--- config.mk ---
export PLATFORM = sky130hd
export DESIGN_NAME = alu_mul_seq_flat
export DESIGN_NICKNAME = d
export VERILOG_FILES = /design/src/rtl/alu_ctl_pkg.sv /design/src/rtl/alu_mul_seq_if.sv /design/src/rtl/alu_mul_seq.sv /design/src/flat_wrapper.sv
export SDC_FILE = /design/constraint.sdc
export NUM_CORES = 1
export LEC_CHECK = 0
export ABC_AREA = 1
export CORE_MARGIN = 3
export CORE_UTILIZATION = 43
export DETAILED_ROUTE_END_ITERATION = 10
export GPL_TIMING_DRIVEN = 0
export PLACE_DENSITY = 0.75
export SLEW_MARGIN = 20
export SYNTH_ARGS = -nofsm -noshare
export SYNTH_HDL_FRONTEND = slang
export SYNTH_SLANG_ARGS = --single-unit
--- constraint.sdc ---
create_clock -name clk -period 1.5 [get_ports clk]
set_input_delay 0.225 -clock clk [delete_from_list [all_inputs] [get_ports clk]]
set_output_delay 0.225 -clock clk [all_outputs]
set_load 0.05 [all_outputs]
--- src/rtl/alu_ctl_pkg.sv ---
// Shared ALU control encodings and sequencer state type for ALU-driving helpers.
// Control word layout is {ex, nx, ey, ny, f, no}.
package alu_ctl_pkg;

    localparam logic [5:0] ALU_ADD   = 6'b101010;
    localparam logic [5:0] ALU_ZERO  = 6'b000010;
    localparam logic [5:0] ALU_PASSX = 6'b100100;

    typedef enum logic [1:0] {
        ST_IDLE = 2'd0,
        ST_ADD  = 2'd1,
        ST_DBL  = 2'd2,
        ST_DONE = 2'd3
    } seq_state_t;

endpackage

--- src/rtl/alu_mul_seq_if.sv ---
// Request/result handshake between the microsequencer and the multiply sequencer.
interface alu_mul_seq_if #(
    parameter int WIDTH = 16
);
    logic             start;
    logic [WIDTH-1:0] op_a;
    logic [WIDTH-1:0] op_b;
    logic             busy;
    logic             done;
    logic [WIDTH-1:0] result;
    logic             ovf;

    modport master (
        output start, op_a, op_b,
        input  busy, done, result, ovf
    );

    modport slave (
        input  start, op_a, op_b,
        output busy, done, result, ovf
    );
endinterface

--- src/rtl/alu_mul_seq.sv ---
// Shift-and-add multiplier that borrows the shared ALU for every addition,
// producing the low WIDTH bits of A*B plus an exact unsigned overflow flag.
module alu_mul_seq
    import alu_ctl_pkg::*;
#(
    parameter int WIDTH = 16,
    parameter int CNT_W = 5
) (
    input  logic              clk,
    input  logic              reset,
    alu_mul_seq_if.slave      bus,
    output logic [WIDTH-1:0]  alu_x,
    output logic [WIDTH-1:0]  alu_y,
    output logic [5:0]        alu_c,
    output logic              alu_cin,
    output logic              alu_en,
    input  logic [WIDTH-1:0]  alu_val,
    input  logic              alu_cflag
);

    localparam logic [CNT_W-1:0] CNT_LAST = CNT_W'(WIDTH - 1);

    seq_state_t       state_r;
    logic [WIDTH-1:0] acc_r;
    logic [WIDTH-1:0] mc_r;
    logic [WIDTH-1:0] mb_r;
    logic [CNT_W-1:0] cnt_r;
    logic             busy_r;
    logic             done_r;
    logic [WIDTH-1:0] result_r;
    logic             ovf_r;

    logic [WIDTH-1:0] mb_shift_s;
    logic             mb_live_s;

    // Multiplier bits still to process once the current bit is consumed.
    always_comb begin
        mb_shift_s = mb_r >> 1;
        mb_live_s  = |mb_shift_s;
    end

    // Sequencer FSM with accumulator/multiplicand/multiplier registers and handshake outputs.
    always_ff @(posedge clk) begin
        if (reset) begin
            state_r  <= ST_IDLE;
            acc_r    <= '0;
            mc_r     <= '0;
            mb_r     <= '0;
            cnt_r    <= '0;
            busy_r   <= 1'b0;
            done_r   <= 1'b0;
            result_r <= '0;
            ovf_r    <= 1'b0;
        end else begin
            done_r <= 1'b0;
            case (state_r)
                ST_IDLE: begin
                    if (bus.start) begin
                        acc_r <= '0;
                        mc_r  <= bus.op_a;
                        mb_r  <= bus.op_b;
                        cnt_r <= '0;
                        ovf_r <= 1'b0;
                        if (bus.op_b == '0) begin
                            // Nothing to add: the product is zero and result is published directly.
                            state_r  <= ST_DONE;
                            done_r   <= 1'b1;
                            result_r <= '0;
                        end else begin
                            busy_r  <= 1'b1;
                            state_r <= bus.op_b[0] ? ST_ADD : ST_DBL;
                        end
                    end
                end
                ST_ADD: begin
                    acc_r   <= alu_val;
                    ovf_r   <= ovf_r | alu_cflag;
                    state_r <= ST_DBL;
                end
                ST_DBL: begin
                    mc_r  <= alu_val;
                    mb_r  <= mb_shift_s;
                    cnt_r <= cnt_r + CNT_W'(1);
                    // A lost multiplicand bit only matters if a later multiplier bit would add it.
                    if (mb_live_s && alu_cflag) begin
                        ovf_r <= 1'b1;
                    end
                    if (!mb_live_s || (cnt_r == CNT_LAST)) begin
                        state_r  <= ST_DONE;
                        busy_r   <= 1'b0;
                        done_r   <= 1'b1;
                        result_r <= acc_r;
                    end else begin
                        state_r <= mb_r[1] ? ST_ADD : ST_DBL;
                    end
                end
                ST_DONE: begin
                    state_r <= ST_IDLE;
                end
                default: begin
                    state_r <= ST_IDLE;
                    busy_r  <= 1'b0;
                end
            endcase
        end
    end

    // ALU pin decode from the current state and internal registers only.
    always_comb begin
        alu_x = '0;
        alu_y = '0;
        alu_c = ALU_ZERO;
        case (state_r)
            ST_ADD: begin
                alu_x = acc_r;
                alu_y = mc_r;
                alu_c = ALU_ADD;
            end
            ST_DBL: begin
                alu_x = mc_r;
                alu_y = mc_r;
                alu_c = ALU_ADD;
            end
            default: begin
                alu_x = '0;
                alu_y = '0;
                alu_c = ALU_ZERO;
            end
        endcase
    end

    assign alu_cin    = 1'b0;
    assign alu_en     = 1'b0;
    assign bus.busy   = busy_r;
    assign bus.done   = done_r;
    assign bus.result = result_r;
    assign bus.ovf    = ovf_r;

endmodule

--- src/flat_wrapper.sv ---
// flat-port wrapper written by rule: the top's interface ports become plain ports
module alu_mul_seq_flat import alu_ctl_pkg::*;
#(
    parameter int WIDTH = 16,
    parameter int CNT_W = 5
)
  (clk, reset, alu_x, alu_y, alu_c, alu_cin, alu_en, alu_val, alu_cflag, bus_start, bus_op_a, bus_op_b, bus_busy, bus_done, bus_result, bus_ovf);
  alu_mul_seq_if #(.WIDTH(WIDTH)) bus_i ();
  input  logic clk;
  input  logic reset;
  output logic [WIDTH-1:0] alu_x;
  output logic [WIDTH-1:0] alu_y;
  output logic [5:0] alu_c;
  output logic alu_cin;
  output logic alu_en;
  input  logic [WIDTH-1:0] alu_val;
  input  logic alu_cflag;
  input wire logic [$bits(bus_i.start)-1:0] bus_start;
  input wire logic [$bits(bus_i.op_a)-1:0] bus_op_a;
  input wire logic [$bits(bus_i.op_b)-1:0] bus_op_b;
  output wire logic [$bits(bus_i.busy)-1:0] bus_busy;
  output wire logic [$bits(bus_i.done)-1:0] bus_done;
  output wire logic [$bits(bus_i.result)-1:0] bus_result;
  output wire logic [$bits(bus_i.ovf)-1:0] bus_ovf;
  assign bus_i.start = bus_start;
  assign bus_i.op_a = bus_op_a;
  assign bus_i.op_b = bus_op_b;
  assign bus_busy = bus_i.busy;
  assign bus_done = bus_i.done;
  assign bus_result = bus_i.result;
  assign bus_ovf = bus_i.ovf;
  alu_mul_seq #(.WIDTH(WIDTH), .CNT_W(CNT_W)) u_core (.clk(clk), .reset(reset), .bus(bus_i), .alu_x(alu_x), .alu_y(alu_y), .alu_c(alu_c), .alu_cin(alu_cin), .alu_en(alu_en), .alu_val(alu_val), .alu_cflag(alu_cflag));
endmodule
==> impl_metrics.ini <==
[grt]
grt_pass1_wl_um = 23300
antenna_found_initial = 0
grt_usage_pct = 29.4
grt-ovfl-total = 0
grt_pass1_vias = 4500
grt_max_degree = 14

[logic_synthesis]
ys_ff_latch = 73
synth-edff-count = 0
ys_seq_area_share_pct = 38.6
synthAdderAreaFrac_pct = 1.65
syn_area_um2 = 3780
yosys_most_used_dff = dfxtp_1
synth_compound_area_share_pct = 15.8
syn_inst = 581
synthMuxAreaShare_pct = 0
synth-simple-area-share_pct = 30.5
synth_top_family_by_area = simple AND/OR/NAND/NOR gates
yosys.area_share.xor_xnor_pct = 0
avgSynthCellArea_um2 = 6.51
async_reset_ff_share_pct = 0
ys_types = 26
yosys_warnings = 0

[run]
maxCapViolations = 0

[floorplan]
die_width_um = 99.8
die_height_um = 99.8
placementRows = 33
initial_core_util_pct = 45.1
die_area_um2 = 9950
core_um2 = 8380
io_pins = 111

[timing]
hold_slack_ns = 0.444
slew_violations = 0
tns_ns = -19.93
max_slew_margin_pct = 59.0
period_share_pct = 135
setup_viol = 88
hold_viol = 0
min_period_ns = 2.02
setup_ws_ns = -0.521
skew_ns = 0.00736
fmax_mhz = 495
worst_pin_slew_ns = 0.616
rsz0062_at_grt = true

[cells_and_area]
nNetsFinal = 798
final_util_pct = 80.5
fin_area_um2 = 6750
antennaDiodeCount = 0
area_growth_pct = 78.4
drive_gt1_share_pct = 35.7

[routing]
drtAntennaViolNets = 0
drc = 0
wl_per_cell_um = 18.5
via_per_inst = 5.62
vias = 4779
initialDrtViolationCount = 479
drt-total-wl_um = 15800
first_pass_iters = 6

[critical_path]
worst-path-max-fanout = 5
cpPeakStageDelay_ns = 0.38
cpMostUsedCell = clkbuf_16
cp.required_ns = 1.27
cp_slowest_cell = dfxtp_4
endpoint_kind = primary output
critPathArrivalTime_ns = 1.80
cp-start-kind = register
critPathKind = reg -> out
crit_chain = inv_4 > ha_4 > clkbuf_16 > clkbuf_16 > nand2_2 > o21ai_4 > buf_6

[power_and_ir_drop]
internal_power_uw = 8470
leakage_uw = 0.00296
p_per_area_nw_per_um2 = 2420
switchingPower_uw = 7830
p_seq_share_pct = 19.7
p_clk_share_pct = 12.0
pwr-share-comb_pct = 68.3
peakVddDrop_uv = 1140
p_sw_share_pct = 48.0

[worst_hold_path]
hold_path_class = in -> reg

[clock_network]
cts.sinks = 73
clk_transition_reported_paths_ns = 0.09
clk_latency_ns = 0.35
cts_hold_buf = 0
cts-buffers-inserted = 9
cts_tree = yes
clock-root-buffer = clkbuf_8
max-clock-path-buffers = 2
h-tree-depth = 3

[run_status]
violations = negative setup slack
outcome = finished with violations

[placement]
dp_slack_ns = -1.04
place.detailed.hpwl_um = 9070
io_buffer_count = 104
gp_congestion = 0.878
placed_cell_area_um2 = 5330
==> registers in the layout (all words and copies together), names as in the netlist <==
register / cells
u_core.acc_r: 16
u_core.bus.busy: 1
u_core.bus.done: 1
u_core.bus.ovf: 1
u_core.bus.result: 16
u_core.cnt_r: 5
u_core.mb_r: 15
u_core.mc_r: 16
u_core.state_r: 2
==> power groups by stage <==
stage	Clock [uW]	Combinational, uW	Sequential [uW]
final	1960	11100	3210
after detailed placement	0	7300	3090
after global placement	0	7230	3060
after floorplan	0	4800	3670
after global routing	2030	11700	3270
after CTS	1950	9810	3110
==> logic make-up (layout without fill, tap and decap cells) <==
family,count (synthesis),after routing
and+or+nand+nor,278,278
adders and majority gates,5,5
other,2,6
DFF,73,73
AOI/OAI and AO/OA,109,109
buffers and inverters,114,275
==> metrics by stage <==
step	total power [uW]	cells
5_1_grt	17000	851
6_report	16300	851
2_1_floorplan	8470	585
3_5_place_dp	10400	794
3_3_place_gp	10300	794
4_1_cts	14900	842
==> metal layers <==
metal	track usage [%]	part of all wire [%]
met2	47.0	48
met1	37.8	39
met4	12.4	4.0
met3	7.37	9.5
met5	0	0
==> cell usage after synthesis (2+ instances only) <==
| cell type | instances | area share (%) |
|---|---|---|
| nand4_1 | 12 | 2.0 |
| buf_2 | 12 | 1.6 |
| nor2_1 | 46 | 4.6 |
| nand3_1 | 36 | 4.8 |
| nand2_2 | 3 | 0.50 |
| a21oi_1 | 27 | 3.6 |
| o21ai_0 | 47 | 6.2 |
| a31oi_1 | 30 | 5.0 |
| inv_1 | 64 | 6.4 |
| nand3_2 | 2 | 0.53 |
| conb_1 | 2 | 0.20 |
| o21ai_1 | 3 | 0.40 |
| buf_1 | 2 | 0.20 |
| ha_1 | 5 | 1.7 |
| buf_6 | 2 | 0.60 |
| nor3_1 | 4 | 0.53 |
| dfxtp_1 | 73 | 39 |
| buf_4 | 11 | 2.2 |
| nand2_1 | 171 | 17 |
| clkbuf_1 | 22 | 2.2 |
| nor2_2 | 2 | 0.33 |
==> cell usage in the layout (no fill, tap or decap), types with 3 or more instances in the layout <==
master and n:
inv_1 39, ha_4 3, dlygate4sd2_1 18, buf_8 23, a21oi_2 5, buf_4 27
nand2_1 131, dfxtp_2 3, clkbuf_8 16, conb_1 6, nand2_4 15, dfxtp_1 68
o21ai_0 9, a21oi_1 22, clkbuf_2 7, nand3_1 19, nand3_2 17, o21ai_4 17
o21ai_1 25, inv_2 14, bufinv_16 3, inv_4 7, nand2_2 22, buf_6 40
clkdlybuf4s50_1 51, nand4_1 12, nand2_8 6, a31oi_1 30, clkbuf_1 5, nor2_2 6
buf_12 4, clkbuf_16 6, nor2_1 40, clkinvlp_4 5
==> repair_timing <==
item,CTS,global route
pin swaps,27,30
gates resized for setup,420,88
endpoints found under the setup margin,123,107
buffers inserted,19,13
cloned,14,1
==> critical path, delay by kind of cell (launching register included) <==
| family | cells | cell delay [ns] |
|---|---|---|
| buffers and inverters | 4 | 0.54 |
| adder cells (fa/ha/maj) | 1 | 0.29 |
| AO/OA/AOI/OAI | 1 | 0.15 |
| flip-flops | 1 | 0.38 |
| AND/OR/NAND/NOR | 1 | 0.09 |
==> final cells by class <==
class / count / area (um^2)
Buffer: 45 / 472
Clock buffer: 10 / 138
Clock inverter: 6 / 115
Fill cell: 502 / 1640
Inverter: 65 / 284
Multi-Input combinational cell: 398 / 2480
Sequential cell: 73 / 1470
Tap cell: 105 / 131
Timing Repair Buffer: 149 / 1650
==> worst paths after layout <==
check	startpoint	to	slack [ns]	cells past startpoint
worst min register to register	u_core.bus.busy	u_core.bus.busy	0.47	2
worst max register to register	u_core.state_r[1]	u_core.mc_r[6]	-0.21	9
worst min-delay path	bus_op_a[3]	u_core.mc_r[3]	0.44	3
worst max-delay path	u_core.state_r[0]	alu_x[6]	-0.52	7
Note: power is estimated with default switching activity, not from simulation.
